--- config.mk ---
export PLATFORM = sky130hd
export DESIGN_NAME = aes_cipher_out_serializer
export DESIGN_NICKNAME = d
export VERILOG_FILES = /design/src/rtl/aes_pkg.sv /design/src/rtl/aes_block_fifo.sv /design/src/rtl/aes_cipher_out_serializer.sv
export SDC_FILE = /design/constraint.sdc
export NUM_CORES = 1
export LEC_CHECK = 0
export CORE_AREA = 4 4 316 163
export DETAILED_ROUTE_END_ITERATION = 8
export DIE_AREA = 0 0 320 167
export PLACE_DENSITY_LB_ADDON = 0.08
export SLEW_MARGIN = 20
export SYNTH_ARGS = -nofsm -noshare
export SYNTH_HDL_FRONTEND = slang
export SYNTH_HIERARCHICAL = 1
export SYNTH_SLANG_ARGS = --single-unit
export TNS_END_PERCENT = 100
--- constraint.sdc ---
create_clock -name clk -period 4.84 [get_ports clk]
set_input_delay 0.968 -clock clk [delete_from_list [all_inputs] [get_ports clk]]
set_output_delay 0.968 -clock clk [all_outputs]
set_load 0.01 [all_outputs]
--- src/rtl/aes_pkg.sv ---
// Shared constants and types for the AES cipher-output path.
//   AES_BLOCK_W : width of one cipher block in bits
//   AES_BYTES   : bytes per cipher block
//   AES_IDX_W   : width of the byte index within a block
//   ser_state_e : serializer FSM state encoding
package aes_pkg;

  localparam int AES_BLOCK_W = 128;
  localparam int AES_BYTES   = 16;
  localparam int AES_IDX_W   = 4;

  typedef enum logic {
    IDLE = 1'b0,
    SEND = 1'b1
  } ser_state_e;

endpackage

--- src/rtl/aes_block_fifo.sv ---
// Synchronous block FIFO, DEPTH entries of W bits.
// Ports:
//   clk, rst      : clock, synchronous active-high reset
//   push          : write push_data (ignored while full)
//   push_data     : block to store
//   pop           : drop the head entry (ignored while empty)
//   pop_data      : current head entry (combinational read)
//   full, empty   : occupancy flags
// A simultaneous push and pop leaves the occupancy unchanged.
module aes_block_fifo #(
  parameter int DEPTH = 4,
  parameter int W     = 128
) (
  input  logic         clk,
  input  logic         rst,
  input  logic         push,
  input  logic [W-1:0] push_data,
  input  logic         pop,
  output logic [W-1:0] pop_data,
  output logic         full,
  output logic         empty
);

  localparam int AW = (DEPTH > 1) ? $clog2(DEPTH) : 1;
  localparam logic [AW:0] FULL_OCC = (AW+1)'(DEPTH);

  logic [W-1:0]  mem [DEPTH];
  logic [AW-1:0] wr_ptr;
  logic [AW-1:0] rd_ptr;
  logic [AW:0]   occ;
  logic          push_ok;
  logic          pop_ok;

  assign full     = (occ == FULL_OCC);
  assign empty    = (occ == '0);
  assign push_ok  = push && !full;
  assign pop_ok   = pop && !empty;
  assign pop_data = mem[rd_ptr];

  // Storage carries no reset; only pointers and occupancy define validity.
  always_ff @(posedge clk) begin
    if (push_ok) mem[wr_ptr] <= push_data;
  end

  // Pointers wrap naturally because DEPTH is a power of two.
  always_ff @(posedge clk) begin
    if (rst) begin
      wr_ptr <= '0;
      rd_ptr <= '0;
      occ    <= '0;
    end else begin
      if (push_ok) wr_ptr <= wr_ptr + 1'b1;
      if (pop_ok)  rd_ptr <= rd_ptr + 1'b1;
      case ({push_ok, pop_ok})
        2'b10:   occ <= occ + 1'b1;
        2'b01:   occ <= occ - 1'b1;
        default: occ <= occ;
      endcase
    end
  end

endmodule

--- src/rtl/aes_cipher_out_serializer.sv ---
// Buffers 128-bit cipher blocks and streams each as 16 bytes.
// Ports:
//   clk, rst          : clock, synchronous active-high reset
//   blk_valid/blk_data/blk_ready : block input (push on valid && ready)
//   byte_valid/byte_data/byte_ready/byte_last : byte output stream
//   blk_count         : blocks fully emitted, wraps modulo 2^CNT_W
//   overflow          : sticky, blk_valid seen while the FIFO was full
//   fsm_state         : serializer state (0 = IDLE, 1 = SEND) for observation
// Handshake: a transfer happens on a rising edge where valid && ready. Once
// valid is raised, it and its payload hold until that transfer (reset is the
// only exception); ready may change freely and has no effect without valid.
module aes_cipher_out_serializer
  import aes_pkg::*;
#(
  parameter int DEPTH     = 4,
  parameter bit MSB_FIRST = 1'b1,
  parameter int CNT_W     = 16
) (
  input  logic                   clk,
  input  logic                   rst,
  input  logic                   blk_valid,
  input  logic [AES_BLOCK_W-1:0] blk_data,
  output logic                   blk_ready,
  output logic                   byte_valid,
  output logic [7:0]             byte_data,
  input  logic                   byte_ready,
  output logic                   byte_last,
  output logic [CNT_W-1:0]       blk_count,
  output logic                   overflow,
  output logic                   fsm_state
);

  localparam logic [AES_IDX_W-1:0] LAST_IDX = AES_IDX_W'(AES_BYTES - 1);

  ser_state_e             state_q, state_d;
  logic [AES_BLOCK_W-1:0] sh_q;
  logic [AES_IDX_W-1:0]   idx_q;
  logic [AES_BLOCK_W-1:0] fifo_head;
  logic                   fifo_full;
  logic                   fifo_empty;
  logic                   load;
  logic                   shift;
  logic                   done;
  logic [7:0]             cur_byte;

  // Readiness depends on occupancy only, so a pop in the same cycle never
  // opens a slot for a push into a full FIFO.
  assign blk_ready = !fifo_full && !rst;

  aes_block_fifo #(
    .DEPTH (DEPTH),
    .W     (AES_BLOCK_W)
  ) u_fifo (
    .clk       (clk),
    .rst       (rst),
    .push      (blk_valid && blk_ready),
    .push_data (blk_data),
    .pop       (load),
    .pop_data  (fifo_head),
    .full      (fifo_full),
    .empty     (fifo_empty)
  );

  always_comb begin
    state_d = state_q;
    load    = 1'b0;
    shift   = 1'b0;
    done    = 1'b0;
    case (state_q)
      IDLE: begin
        if (!fifo_empty) begin
          load    = 1'b1;
          state_d = SEND;
        end
      end
      SEND: begin
        if (byte_ready) begin
          shift = 1'b1;
          if (idx_q == LAST_IDX) begin
            done    = 1'b1;
            state_d = IDLE;
          end
        end
      end
      default: state_d = IDLE;
    endcase
  end

  assign cur_byte   = MSB_FIRST ? sh_q[AES_BLOCK_W-1 -: 8] : sh_q[7:0];
  assign byte_valid = (state_q == SEND);
  assign byte_data  = byte_valid ? cur_byte : 8'h00;
  assign byte_last  = byte_valid && (idx_q == LAST_IDX);
  assign fsm_state  = state_q;

  always_ff @(posedge clk) begin
    if (rst) begin
      state_q   <= IDLE;
      sh_q      <= '0;
      idx_q     <= '0;
      blk_count <= '0;
      overflow  <= 1'b0;
    end else begin
      state_q <= state_d;
      if (load) begin
        sh_q  <= fifo_head;
        idx_q <= '0;
      end else if (shift) begin
        // Move the next byte into the output position.
        sh_q  <= MSB_FIRST ? {sh_q[AES_BLOCK_W-9:0], 8'h00}
                           : {8'h00, sh_q[AES_BLOCK_W-1:8]};
        idx_q <= idx_q + 1'b1;
      end
      if (done) blk_count <= blk_count + 1'b1;
      if (blk_valid && fifo_full) overflow <= 1'b1;
    end
  end

endmodule

==> results.yml, run 1 <==
synth:
  syn_area_um2: 25580
  synth_common_cells: "edfxtp_1, nand2_1, dfxtp_1, nor2_1, mux4_2"
  yosys_most_used_dff: "edfxtp_1"
  synth_top_area_cell: "edfxtp_1"
  synth_cells: 1552
  synth.most_common_cell: "edfxtp_1"
  synth.area.top_cells: "edfxtp_1, dfxtp_1, mux4_2"
  ys_ff_latch: 671
  yosysWarnings: 6
  syn_avg_cell_area_um2: 16.48
  synth_top_area_share_pct: 60.10
  seq_area_frac_synth_pct: 72.54
  synth-edff-count: 512
  yosysUniqueCellTypes: 46
  async_flop_share_pct: 0
  syn_nets: 1692
setup_path:
  end_kind: "output pin"
  path_buf_inv: 2
  cpPeakStageDelay_ns: 0.69
  crit_required_ns: 3.87
  cp.depth: 3
  path_class: "register to output pin"
  reg2reg_depth: 11
  worstPathArrival_ns: 2.26
  cp_slowest_cell: "dfxtp_1"
  crit_family: "buffers and inverters"
  startpoint_type: "register"
  path_cells: "nand4_4 > inv_1 > clkdlybuf4s50_1"
  cp_max_fo: 16
global_route:
  grt_max_degree: 117
  grt_pass1_wl_um: 82300
  grtUsageTotal_pct: 19.50
  antenna_found_initial: 0
  grt_pass1_vias: 14262
  grt.overflow.total: 0
sta:
  period_share_pct: 66.75
  timing.slew.headroom_pct: 30.45
  tightest_slew_ns: 1.043
  whs_ns: 0.4644
  tns_ns: 0
  slew_violations: 0
  setup_viol: 0
  fin_ws_ns: 1.609
  fmax_mhz: 309.5
  skew_ns: 0.01845
  min_period_ns: 3.231
  hold_viol_final: 0
  rsz0062_at_grt: "no"
floorplanning:
  die_y_um: 167
  io_pins: 161
  die_x_um: 320
  coreArea_um2: 48280
  rows: 57
  start_util_pct: 52.98
  die_area_um2: 53440
pwr:
  p_leak_nw: 9.399
  p_per_area_nw_per_um2: 448.8
  peakVddDrop_v: 0.0002933
final_layout:
  nFillCells: 3577
  nets: 1827
  drive_gt1_share_pct: 14.06
  seq_area_um2: 18570
  multi_input_area_um2: 6299
  post-route-util_pct: 60.87
  insertedDiodeCount: 0
  postLayoutCellArea_um2: 29390
  syn_to_final_growth_pct: 14.88
detailed_routing:
  drtIter0Drc: 1217
  firstDrtPassIters: 5
  drc: 0
  drt-total-wl_um: 51840
  ant_nets: 0
  viasPerCell: 5.754
  via_count: 13718
  wl_per_cell_um: 21.74
hold_path:
  hold_depth: 2
  hp-class: "register to register"
clocking:
  cts_resized: 0
  cts_tree: "yes"
  cts_root_buf: "clkbuf_16"
  clk_pin_slew_ns: 0.07
  cts_buffer_depth: 3
  htreeDepth: 2
  clkSinkCount: 671
  postCtsSetupRepairBufs: 0
  cts_hold_buffers: 0
  clk_latency_ns: 0.59
  numCtsBuffers: 56
placed_design:
  portBuffers: 160
  place_ws_ns: 1.316
  dp_hpwl_um: 29810
  globalplace.congestion: 0.7894
  placed_area_um2: 27650
status:
  status: "completed"
job:
  cap_violations: 0
layer usage:
| layer | GRT usage (%) | part of all wire, % | vias up |
|---|---|---|---|
| met3 | 3.117 | 4.8 | 68 |
| li1 | - | - | 6258 |
| met1 | 28.11 | 45 | 7089 |
| met4 | 3.788 | 1.5 | 0 |
| met5 | 0 | 0 | - |
| met2 | 32.08 | 49 | 303 |
cells in the final DEF, fill, tap and decap left out, types with 2 or more instances in the layout:
cell type	n
buf_4	10
clkinv_2	7
xnor2_1	8
or3_1	5
clkbuf_8	2
nand4_4	2
mux2i_1	2
a311oi_1	120
o21ai_0	5
o31ai_1	2
nor2_1	139
nand4_1	3
dfxtp_1	157
dfxtp_4	2
xor2_1	7
a21oi_1	18
bufinv_16	2
nand2b_1	3
clkbuf_1	13
and2_4	4
clkbuf_16	58
and2_1	9
edfxtp_1	512
inv_4	2
and3_1	2
clkinv_1	17
nor4_1	3
mux4_2	128
nand2_1	263
nor3_1	7
clkdlybuf4s50_1	159
buf_12	12
nand3_1	8
clkinvlp_4	2
ha_1	7
inv_1	13
inv_6	3
state kept, by name (all words and copies together) (netlist names), named ones only:
| name | cells |
|---|---|
| u_fifo/mem | 512 |
| sh_q | 128 |
| blk_count | 16 |
| idx_q | 4 |
| u_fifo/occ | 3 |
| u_fifo/rd_ptr | 2 |
| u_fifo/wr_ptr | 2 |
| byte_valid | 1 |
| overflow | 1 |
worst paths after layout:
check                start            end  slack (ns)
max             byte_valid      byte_last        1.61
min                sh_q[4]        sh_q[4]        0.46
max reg2reg  u_fifo/occ[1]  u_fifo/occ[2]        1.64
min reg2reg        sh_q[4]        sh_q[4]        0.46
report_power, final:
part	internal [mW]	leakage [nW]	switching (mW)
logic	0.788	2.60	1.10
registers	6.67	5.95	0.323
clock network	2.34	0.849	1.97
total	9.79	9.40	3.40
cells by family after synthesis:
family	after synthesis	share of synthesized area, %
buf+inv	119	2.915
fa+ha+maj	8	0.4206
simple gates	459	7.468
flops	671	72.54
compound gates	149	4.749
mux	131	11.39
xor+xnor	15	0.5136
worst reg2reg max path: stages (launching register included):
cell     delay, ns
dfxtp_1       0.35
nor3_1        0.57
or2_4         0.63
inv_4         0.27
o31ai_1       0.19
inv_1         0.08
ha_1          0.22
inv_1         0.09
fa_1          0.18
xor2_1        0.08
or3_1         0.32
a21oi_1       0.16
layout make-up:
cell class	instances	area share (%)
clock buffer	74	5.215
sequential	671	63.17
timing repair buffer	182	6.527
inverter	14	0.1873
clock inverter	32	0.7025
multi-input combinational	762	21.43
tap	649	2.763
metrics by stage:
step                power [mW]  instances
finish                   13.19       2384
global route             13.83       2384
CTS                      13.33       2384
detailed placement       9.021       2278
global placement         8.975       2278
floorplan                8.463       1552
No activity file was read; power rests on OpenSTA's default activity.
==> run 2: changes to the inputs <==
Settings changed: CORE_AREA 4 4 316 163 to 4 4 311 160, DIE_AREA 0 0 320 167 to 0 0 315 164.
Clock period 4.84 ns to 3.4 ns, I/O delays scaled along.
==> run 2 against run 1 <==
  * Non-clock buffer count grew 17
  * Combinational power grew 50%
  * Utilization grew 2.8 points
  * Register-to-register slack lost 0.83 ns
  * Sequential power grew 42%
  * Routed wire length grew 2.3%
==> results.yml, run 2 (synthesis gave the netlist of run 1 again) <==
status:
  status: "completed"
clocking:
  cts_hold_buffers: 0
  cts_tree: "yes"
  cts_resized: 0
  clkSinkCount: 671
  postCtsSetupRepairBufs: 0
  clk_latency_ns: 0.60
  numCtsBuffers: 56
  cts_buffer_depth: 3
  cts_root_buf: "clkbuf_16"
  htreeDepth: 2
  clk_pin_slew_ns: 0.07
final_layout:
  top_regs: "u_fifo/mem: 512 flops, sh_q: 128 flops, blk_count: 16 flops"
  post-route-util_pct: 63.69
  syn_to_final_growth_pct: 16.36
  mostFrequentLayoutCell: "edfxtp_1"
  postLayoutCellArea_um2: 29770
  largest_register_ffs: 512
  largest_register: "u_fifo/mem"
  nets: 1844
  final_cell_mix: "edfxtp_1, nand2_1, clkdlybuf4s50_1"
  drive_gt1_share_pct: 15.35
floorplanning:
  coreArea_um2: 46730
  die_y_um: 164
  die_x_um: 315
  start_util_pct: 54.74
  io_pins: 161
  die_area_um2: 51660
  rows: 56
global_route:
  antenna_found_initial: 1
  grt-busiest-layer: "met2"
  gr-usage-met3_pct: 3.442
  grt_pass1_wl_um: 84590
  grtUsageTotal_pct: 20.98
  grt_max_degree: 134
  grt_use_met2_pct: 34.63
  grt_pass1_vias: 14689
  grt.overflow.total: 0
  met1_usage_pct: 30.39
pwr:
  p_switching_mw: 4.935
  clockPowerShare_pct: 34.4
  p_leak_nw: 9.598
  p_per_area_nw_per_um2: 654.6
  share_seq_of_total_power_pct: 51.0
  p_sw_share_pct: 25.32
  combPwrFrac_pct: 14.6
  peakVddDrop_v: 0.0005171
  total_power_mw: 19.49
  internal_power_mw: 14.55
setup_path:
  path_cells: "nand4_4 > inv_1 > clkdlybuf4s50_1"
  crit_path_start: "byte_valid"
  worstPathArrival_ns: 2.28
  crit_required_ns: 2.72
  cp_max_fo: 16
  crit_end: "byte_last"
  rr_startpoint: "u_fifo/occ[0]"
  cp_slowest_cell: "dfxtp_1"
  startpoint_type: "register"
  path_class: "register to output pin"
  r2r_setup_slack_ns: 0.81
  cpPeakStageDelay_ns: 0.73
  r2r_end: "u_fifo/occ[2]"
  reg2reg_depth: 13
  end_kind: "output pin"
sta:
  fmax_mhz: 337.5
  whs_ns: 0.4197
  fin_ws_ns: 0.4370
  timing.slew.headroom_pct: 38.57
  rsz0062_at_grt: "no"
  setup_viol: 0
  tightest_slew_ns: 0.9215
  skew_ns: 0.02552
  min_period_ns: 2.963
  period_share_pct: 87.15
  hold_viol_final: 0
  slew_violations: 0
detailed_routing:
  ant_nets: 0
  drtIter0Drc: 1142
  wl_per_cell_um: 22.17
  firstDrtPassIters: 5
  drt-total-wl_um: 53020
  drc: 0
  viasPerCell: 5.827
  via_count: 13933
job:
  cap_violations: 0
placed_design:
  dp_hpwl_um: 30550
  place_ws_ns: 0.4230
  globalplace.congestion: 0.7866
  placed_area_um2: 27850
  portBuffers: 160
hold_path:
  hp-class: "primary input to register"
==> run 2: changes by cell type in the layout (fill, tap and decap cells not counted), sizes merged <==
cell | before | now
inv | 18 | 16
clkinvlp | 2 | 1
diode | 0 | 1
buf | 23 | 40
clkinv | 24 | 19
clkbuf | 74 | 75
bufinv | 2 | 9
==> run 2: area by class of cell <==
class,count,area (um2)
Timing Repair Buffer,199,2133
Antenna cell,1,2.502
Multi-Input combinational cell,762,6299
Tap cell,638,798.3
Sequential cell,671,18570
Fill cell,3375,16970
Clock inverter,31,380.4
Clock buffer,75,1534
Inverter,14,55.05
==> run 2: metal layers <==
metal / up-vias / wire (um) / part of all wire (%)
li1: 6289 / - / -
met5: - / 0 / 0
met2: 381 / 25730 / 49
met3: 54 / 2997 / 5.7
met4: 0 / 591 / 1.1
met1: 7209 / 23700 / 45
==> run 2: worst min-delay path by stage <==
| stage | startpoint | endpoint | slack [ns] | depth (start not counted) |
|---|---|---|---|---|
| 2_1_floorplan | sh_q[0] | sh_q[0] | 0.44 | 2 |
| 3_3_place_gp | sh_q[5] | sh_q[5] | 0.45 | 2 |
| 3_5_place_dp | sh_q[5] | sh_q[5] | 0.46 | 2 |
| 4_1_cts | rst | blk_count[4] | 0.40 | 2 |
| 5_1_grt | rst | blk_count[5] | 0.41 | 2 |
| 6_report | rst | overflow | 0.42 | 2 |
==> run 2: per-stage QoR <==
stage,cells,TNS [ns]
after floorplan,1552,-158.82
after global placement,2284,0
after detailed placement,2284,0
after CTS,2390,0
after global routing,2391,0
final,2391,0
==> run 2: power groups by stage <==
stage | Clock (mW) | Combinational, mW | Sequential (mW)
floorplan | 0 | 2.15 | 9.90
global route | 7.21 | 3.17 | 10.0
finish | 6.71 | 2.84 | 9.93
CTS | 6.85 | 2.88 | 9.93
global placement | 0 | 2.82 | 10.1
detailed placement | 0 | 2.86 | 10.1
==> run 2: critical path, delay by kind of cell (launching register included) <==
family / cells / cell delay [ns]
flip-flops: 1 / 0.73
buffers and inverters: 2 / 0.75
AND/OR/NAND/NOR: 1 / 0.23
==> run 3: changes to the inputs <==
Settings changed: REMOVE_ABC_BUFFERS from default to 1.
==> run 3 against run 2 <==
  * Maximum frequency grew 4.3%
  * Routed wire length shrank 1.3%
  * Hold slack gained 0.037 ns
  * Sequential share of layout area shrank 0.058 points
  * Utilization grew 0.059 points
  * Clock power shrank 5.5%
  * First-iteration DRC count shrank 0.88%
  * Final area is essentially flat
  * Critical endpoint unchanged
  * Global-route usage shrank 0.23 points
  * Via count shrank 0.53%
  * Total power shrank 2.0%
  * Sequential power shrank 0.5%
==> results.yml, run 3 (synthesis gave the netlist of run 1 again) <==
clocking:
  cts_buffer_depth: 3
  cts_tree: "yes"
  cts_root_buf: "clkbuf_16"
  clk_latency_ns: 0.60
  clk_pin_slew_ns: 0.07
  htreeDepth: 2
  numCtsBuffers: 56
  clkSinkCount: 671
  cts_resized: 0
  cts_hold_buffers: 0
  postCtsSetupRepairBufs: 0
final_layout:
  mostFrequentLayoutCell: "edfxtp_1"
  post-route-util_pct: 63.75
  nFillCells: 3396
  largest_register: "u_fifo/mem"
  top_regs: "u_fifo/mem: 512 flops, sh_q: 128 flops, blk_count: 16 flops"
  seq_area_um2: 18570
  multi_input_area_um2: 6299
  layoutNonFillerInstCount: 2391
  drive_gt1_share_pct: 15.29
  insertedDiodeCount: 0
  largest_register_ffs: 512
  nets: 1845
  final_cell_mix: "edfxtp_1, nand2_1, clkdlybuf4s50_1"
  syn_to_final_growth_pct: 16.47
pwr:
  p_per_area_nw_per_um2: 641.0
  p_leak_nw: 9.592
  peakVddDrop_v: 0.0003875
  total_power_mw: 19.10
sta:
  timing.slew.headroom_pct: 44.34
  setup_viol: 0
  hold_viol_final: 0
  min_period_ns: 2.840
  rsz0062_at_grt: "no"
  fmax_mhz: 352.1
  tightest_slew_ns: 0.8349
  period_share_pct: 83.54
  slew_violations: 0
  skew_ns: 0.02654
global_route:
  grt.overflow.total: 0
  grt_max_degree: 154
  grt_pass1_wl_um: 83030
  antenna_found_initial: 0
  grt_pass1_vias: 14496
  grtUsageTotal_pct: 20.74
detailed_routing:
  drc: 0
  wl_per_cell_um: 21.89
  viasPerCell: 5.796
  ant_nets: 0
  drtIter0Drc: 1132
  firstDrtPassIters: 5
  via_count: 13859
  drt-total-wl_um: 52330
placed_design:
  dp_cells: 2285
  portBuffers: 160
  globalplace.congestion: 0.7929
  dp_hpwl_um: 30190
setup_path:
  r2r_setup_slack_ns: 0.79
  end_kind: "output pin"
  worstPathArrival_ns: 2.16
  path_class: "register to output pin"
  crit_required_ns: 2.72
  startpoint_type: "register"
  cp_max_fo: 6
status:
  status: "completed"
floorplanning:
  die_x_um: 315
  io_pins: 161
  die_y_um: 164
  coreArea_um2: 46730
  start_util_pct: 54.74
  die_area_um2: 51660
  rows: 56
hold_path:
  hp-class: "register to register"
job:
  cap_violations: 0
run 3: path summary, 6_finish.rpt:
| check | startpoint | endpoint | cells past startpoint |
|---|---|---|---|
| worst max-delay path | idx_q[0] | byte_last | 4 |
| worst min-delay path | sh_q[0] | sh_q[0] | 2 |
| worst max register to register | u_fifo/occ[2] | u_fifo/occ[2] | 13 |
| worst min register to register | sh_q[0] | sh_q[0] | 2 |
run 3: metrics by stage:
step	setup WS, ns	hold slack [ns]	setup TNS (ns)	instance area [um2]
floorplan	-3.083	0.4367	-1135.47	24890
global placement	0.4253	0.4444	0	27980
detailed placement	0.4171	0.4474	0	27980
CTS	0.5365	0.4572	0	29790
global route	0.4494	0.4924	0	29790
finish	0.5596	0.4565	0	29790
run 3: final cells by class:
type	instances	share of cell area, %
clock buffers	81	5.396
clock inverters	25	0.6845
inverters	14	0.1848
multi-input cells	762	21.14
flip-flops and latches	671	62.31
well taps	638	2.679
repair buffers	200	7.605
run 3: worst max-delay path, cell delays in order, from the launching register on:
cell	delay, ns
dfxtp_1	0.38
ha_1	0.27
nand4_4	0.18
inv_1	0.19
clkdlybuf4s50_1	0.57
run 3: power breakdown:
part,switching [mW],internal (mW)
Sequential,0.389,9.49
Clock,2.83,3.52
Combinational,1.65,1.23
Total,4.86,14.2
run 3: metal layers:
layer  up-vias  GRT usage [%]  wire (um)
li1       6292              -          -
met1      7163          29.04      22980
met2       341          35.43      26070
met3        63          2.988       2497
met4         0          4.135        780
met5         -              0          0
